### src/rtl/jtkicker_colmix.sv
// Merges scroll and sprite pixels, looks the winner up in a 32x8 colour PROM and expands it to 4-bit RGB.
// Latency: 2 pxl_cen edges after capture, blanking delayed to match. No backpressure: everything advances only on pxl_cen.
module jtkicker_colmix #(
    parameter int BLANK_DLY = 2
) (
    input  logic       clk,
    input  logic       rst,
    input  logic       pxl_cen,
    input  logic [3:0] scr_pxl,
    input  logic       scr_prio,
    input  logic [3:0] obj_pxl,
    input  logic       LHBL,
    input  logic       LVBL,
    input  logic [4:0] prog_addr,
    input  logic [7:0] prog_data,
    input  logic       prog_en,
    input  logic [3:0] gfx_en,
    output logic [3:0] red,
    output logic [3:0] green,
    output logic [3:0] blue,
    output logic       LHBL_dly,
    output logic       LVBL_dly
);

    logic [7:0]           prom [0:31];
    logic [4:0]           pal_idx;
    logic [7:0]           pal_dat;
    logic [BLANK_DLY-1:0] hbl_sr;
    logic [BLANK_DLY-1:0] vbl_sr;
    logic [3:0]           scr_eff;
    logic [3:0]           obj_eff;
    logic                 sel_obj;
    logic                 blank_ok;

    always_comb begin
        scr_eff  = gfx_en[0] ? scr_pxl : 4'd0;
        obj_eff  = gfx_en[3] ? obj_pxl : 4'd0;
        sel_obj  = (obj_eff != 4'd0) && !(scr_prio && (scr_eff != 4'd0));
        blank_ok = hbl_sr[BLANK_DLY-1] & vbl_sr[BLANK_DLY-1];
    end

    // Download port is independent of the pixel enable and never reset.
    always_ff @(posedge clk) begin
        if (prog_en) begin
            prom[prog_addr] <= prog_data;
        end
    end

    always_ff @(posedge clk) begin
        if (rst) begin
            pal_idx  <= 5'd0;
            pal_dat  <= 8'd0;
            hbl_sr   <= '0;
            vbl_sr   <= '0;
            red      <= 4'd0;
            green    <= 4'd0;
            blue     <= 4'd0;
            LHBL_dly <= 1'b0;
            LVBL_dly <= 1'b0;
        end else if (pxl_cen) begin
            pal_idx <= sel_obj ? {1'b1, obj_eff} : {1'b0, scr_eff};
            // Same-clk PROM writes land after this read, so the old byte is seen.
            pal_dat <= prom[pal_idx];
            for (int i = BLANK_DLY - 1; i > 0; i--) begin
                hbl_sr[i] <= hbl_sr[i-1];
                vbl_sr[i] <= vbl_sr[i-1];
            end
            hbl_sr[0] <= LHBL;
            vbl_sr[0] <= LVBL;
            LHBL_dly  <= hbl_sr[BLANK_DLY-1];
            LVBL_dly  <= vbl_sr[BLANK_DLY-1];
            if (blank_ok) begin
                red   <= {pal_dat[7:5], pal_dat[7]};
                green <= {pal_dat[4:2], pal_dat[4]};
                blue  <= {pal_dat[1:0], pal_dat[1:0]};
            end else begin
                red   <= 4'd0;
                green <= 4'd0;
                blue  <= 4'd0;
            end
        end
    end

endmodule

### config.mk
export PLATFORM = sky130hd
export DESIGN_NAME = jtkicker_colmix
export DESIGN_NICKNAME = d
export VERILOG_FILES = /design/src/rtl/jtkicker_colmix.sv
export SDC_FILE = /design/constraint.sdc
export NUM_CORES = 1
export LEC_CHECK = 0
export BUFFER_PORTS_ARGS = -buffer_cell sky130_fd_sc_hd__buf_2
export CAP_MARGIN = 40
export CORE_MARGIN = 2
export CORE_UTILIZATION = 60
export CTS_CLUSTER_SIZE = 24
export DETAILED_ROUTE_END_ITERATION = 10
export PLACE_DENSITY = 0.75
export SYNTH_ARGS = -nofsm -noshare
export SYNTH_HDL_FRONTEND = slang
export SYNTH_SLANG_ARGS = --single-unit
### constraint.sdc
create_clock -name clk -period 3.4 [get_ports clk]
set_input_delay 0.34 -clock clk [delete_from_list [all_inputs] [get_ports clk]]
set_output_delay 0.34 -clock clk [all_outputs]
set_load 0.05 [all_outputs]
# Word level (Yosys, flattened, before mapping)
# Memories as Yosys holds them, arrays and structs flattened. A register that Yosys moved wholly into a read port is not among the register bits.
# Cells that the tools add are included.
# W data, S select, Z words.
[totals]
ff_bits = 23
ram_bits = 256
inputBits = 32
out_inout_bits = 14
word_cells = 23
mem_count = 1
[memory_table]
columns = ["memory", "words", "word_bits", "rd", "rd_ports_with_merged_regs", "write_ports", "line", "rtl"]
rows = [
  ["prom", 32, 8, 1, 1, 1, "25", "logic [7:0] prom [0:31];"],
]
[classes]
muxes = 8
bitwise_logic = 1
reduce_logical = 5
[op_table]
columns = ["cell", "n"]
rows = [
  ["$mux W4", 5],
  ["$reduce_bool A4 Y1", 2],
  ["$mux W5", 1],
  ["$logic_and A1 B1 Y1", 2],
  ["$mux W1", 2],
  ["$and A1 B1 Y1", 1],
  ["$logic_not A1 Y1", 1],
]

# Longest topological paths before layout
[depth]
word_depth = 6
ltp_mapped = 8
mapped_depth_nobuf = 5

# Worst setup path after synthesis
# OpenSTA, ideal clock, no wires.
[synth_path]
kind = "register to register"
startpoint = "register pal_idx[0]"
endpoint = "register pal_dat[4], read port of prom"
setup_ps = 80
arrival_time_ps = 1757
t_required_ps = 3320
setup_slack_ps = 1563
stages_incl_launch_ff = 9
n_path_buf = 3
synth_period_minus_slack_ps = 1837
path_cell_list = "dfxtp_1 > buf_2 > buf_6 > buf_8 > mux2i_1 > a22oi_1 > a21oi_1 > or4_1 > a211oi_2"
[synth_lines]
columns = ["item", "line", "rtl"]
rows = [
  ["start: declaration", "26", "logic [4:0] pal_idx;"],
  ["start signal: assignment", "61", "pal_idx <= sel_obj ? {1'b1, obj_eff} : {1'b0, scr_eff};"],
  ["end: declaration", "27", "logic [7:0] pal_dat;"],
]

==> results.yml <==
floorplan:
  io_pins: 46
  die_w_um: 140.7
  die_h_um: 140.7
  die-area_um2: 19800
  rows: 50
  start_util: 0.6057
  core_um2: 18520
layout:
  drive_above_1_share: 0.1478
  multi_input_area_um2: 2709
  syn2layout_area_growth_pct: 11.71
  fin_nets: 761
  antenna-diode-count: 0
  fin_area_um2: 12530
  nFillCells: 1197
  regArea_um2: 8232
worst_setup_path:
  crit_arrival_ps: 2790
  worst_r2r_endpoint: "pal_dat[2]"
  crit_family: "compound AO/OA/AOI/OAI gates"
  crit_slowest_cell: "or4_1"
  crit_type: "flop to flop"
  reg2reg_depth: 6
  crit_chain: "buf_12 > mux2i_1 > a22oi_1 > a21oi_1 > or4_1 > a211oi_2"
  cp_slowest_stage_delay_ps: 560
  r2r_slack_ps: 1060
  rr_startpoint: "pal_idx[0]"
  critPathRequiredTime_ps: 3850
  setup.worst_path.end_class: "flop"
  worstPathMaxFanout: 56
  start_kind: "flop"
  path_buf_inv: 1
routing:
  drc_errors: 0
  num_vias: 6103
  routed_wl_mm: 22.70
  avgViaCountPerCell: 6.196
  drt_iter0_markers: 680
  dr.pass1.iters: 5
  ant_nets: 0
  routedWlPerCell_um: 23.04
global_route:
  grt_util_all_layers: 0.2283
  grt_pass1_vias: 6106
  met3_usage: 0.04688
  grt_pass1_wl_mm: 34.04
  antenna_found_initial: 0
  grt_overflow: 0
  top_usage_layer: "met2"
  grt_max_degree: 57
  use_met2: 0.3682
  use_met1: 0.3141
cts:
  cts_resized: 0
  cts_made_buffers: 28
  htreeDepth: 1
  cts_buffer_depth: 3
  cts_setup_buffers: 0
  cts_root_buf: "clkbuf_16"
  cts_tree: "yes"
  cts.sinks: 283
  clock_latency_ps: 530
  cts_hold_buf: 0
  clk_pin_slew_worst_paths_ps: 60
sta:
  finClkSkew_ps: 7.018
  setup-tns-final_ps: 0
  setup_violations: 0
  post-route-period-util: 0.6874
  finalHoldViolCount: 0
  tightest_slew_ps: 799.4
  relSlewSlack: 0.4651
  finalMaxSlewViolations: 0
  fin_crit_ps: 2337
  fmax_mhz: 427.8
  rsz0062_at_grt: "false"
synthesis:
  ys_seq_area_frac: 0.7336
  synthCells: 695
  syn_nets: 727
  syn-cell-area_um2: 11220
  synth.most_common_cell: "edfxtp_1"
  synth_area_leaders: "edfxtp_1 (69%), mux2i_1 (12%), dfxtp_1 (4.8%)"
  avgSynthCellArea_um2: 16.14
  synthArstFlopShare: 0
  ys_ff_latch: 283
  ys_warn_count: 0
  ys.flop_type: "edfxtp_1"
  synth_cell_types: 29
  synth_edf_count: 256
  synthTopCellsByCount: "edfxtp_1 (256), mux2i_1 (134), a22oi_1 (64), nor2_1 (58), a21oi_1 (41)"
  synth.largest_area_cell: "edfxtp_1"
  synth_top_area_frac: 0.6854
flow_run:
  maxCapViolations: 0
min_path:
  hold_start: "LHBL"
  hp-class: "input port to flop"
  min_to: "hbl_sr[0]"
  hold_depth: 3
placement:
  io_buffers: 43
  place_area_um2: 11540
  gp_congestion: 0.8538
  dpl.hpwl_mm: 13.38
pwr:
  power.density_nw_per_um2: 602.5
  ir_worst_vdd_uv: 496.4
  power_w: 0.007549
  leakage_nw: 4.036
outcome:
  status: "finished, final reports clean"
## how the worst max path moves through the flow
stage	from	endpoint	slack [ps]	depth (start not counted)
2_1_floorplan	pal_idx[0]	pal_dat[4]	1560	8
3_3_place_gp	pal_idx[2]	pal_dat[4]	1040	5
3_5_place_dp	pal_idx[0]	pal_dat[4]	1160	6
4_1_cts	pal_idx[0]	pal_dat[3]	1130	6
5_1_grt	pal_idx[0]	pal_dat[2]	1030	6
6_report	pal_idx[0]	pal_dat[2]	1060	6
## cell families (layout without fill, tap and decap cells)
kind of cell    after synthesis  count (layout)  share of synthesized area
mux                         134             134                     0.1196
compound gates              123             123                    0.07653
simple gates                107             107                    0.04474
flops                       283             283                     0.7336
buf+inv                      48             104                    0.02555
## registers in the layout, summed over array words and instances (netlist names)
| name | flops |
|---|---|
| blue | 2 |
| LVBL_dly | 1 |
| red | 3 |
| hbl_sr | 2 |
| prom | 256 |
| LHBL_dly | 1 |
| pal_dat | 8 |
| vbl_sr | 2 |
| pal_idx | 5 |
| green | 3 |
## metrics by stage
| step | util | setup WS (ps) | hold slack [ps] | std cells |
|---|---|---|---|---|
| 2_1_floorplan | - | 1563 | 438.9 | 695 |
| 3_3_place_gp | 0.6226 | 1036 | 447.7 | 932 |
| 4_1_cts | 0.6766 | 1132 | 48.45 | 985 |
| 6_report | 0.6766 | 1063 | 66.32 | 985 |
| 5_1_grt | 0.6766 | 1026 | 88.04 | 985 |
| 3_5_place_dp | 0.6234 | 1158 | 457.3 | 933 |
## cell type report
| type | instances | share of cell area |
|---|---|---|
| Clock buffer | 32 | 0.05882 |
| Clock inverter | 20 | 0.01977 |
| Inverter | 1 | 0.0002996 |
| Multi-Input combinational cell | 364 | 0.2162 |
| Sequential cell | 283 | 0.6570 |
| Tap cell | 234 | 0.02337 |
| Timing Repair Buffer | 51 | 0.02457 |
## tightest hold or removal path, cell delays in order
cell and delay [ps]:
buf_2 80, mux2i_1 60, nor2_1 80
## placed cells by master (no fill, tap or decap)
cell type	instances
dfxtp_4	1
edfxtp_1	256
clkbuf_1	3
bufinv_16	6
clkbuf_16	29
a21oi_1	41
buf_2	43
nor2_2	1
or3b_2	3
a22oi_1	64
or3_1	1
buf_8	1
nor2_1	57
a211oi_1	4
nand3_1	10
a31oi_1	4
or2_2	1
or4_1	9
nand3b_1	5
a211oi_2	8
o41ai_1	1
nand2b_1	2
clkinv_2	6
buf_4	5
nand2_1	14
a31o_2	1
clkinv_1	7
dfxtp_1	26
nor2b_2	2
clkinvlp_4	2
and2_1	2
buf_12	2
mux2i_1	134
## power by group
group          total, W  internal, W  switching [W]
clock network   0.00325      0.00200        0.00124
registers       0.00387      0.00384      0.0000235
logic          0.000436     0.000150       0.000286
total           0.00755      0.00600        0.00155
## per-layer routing
metal  up-vias  wire (um)
li1       2790          -
met5         -          0
met1      2997       9287
met2       273      11020
met4         0        619
met3        43       1774
No activity file was read; power rests on OpenSTA's default activity.
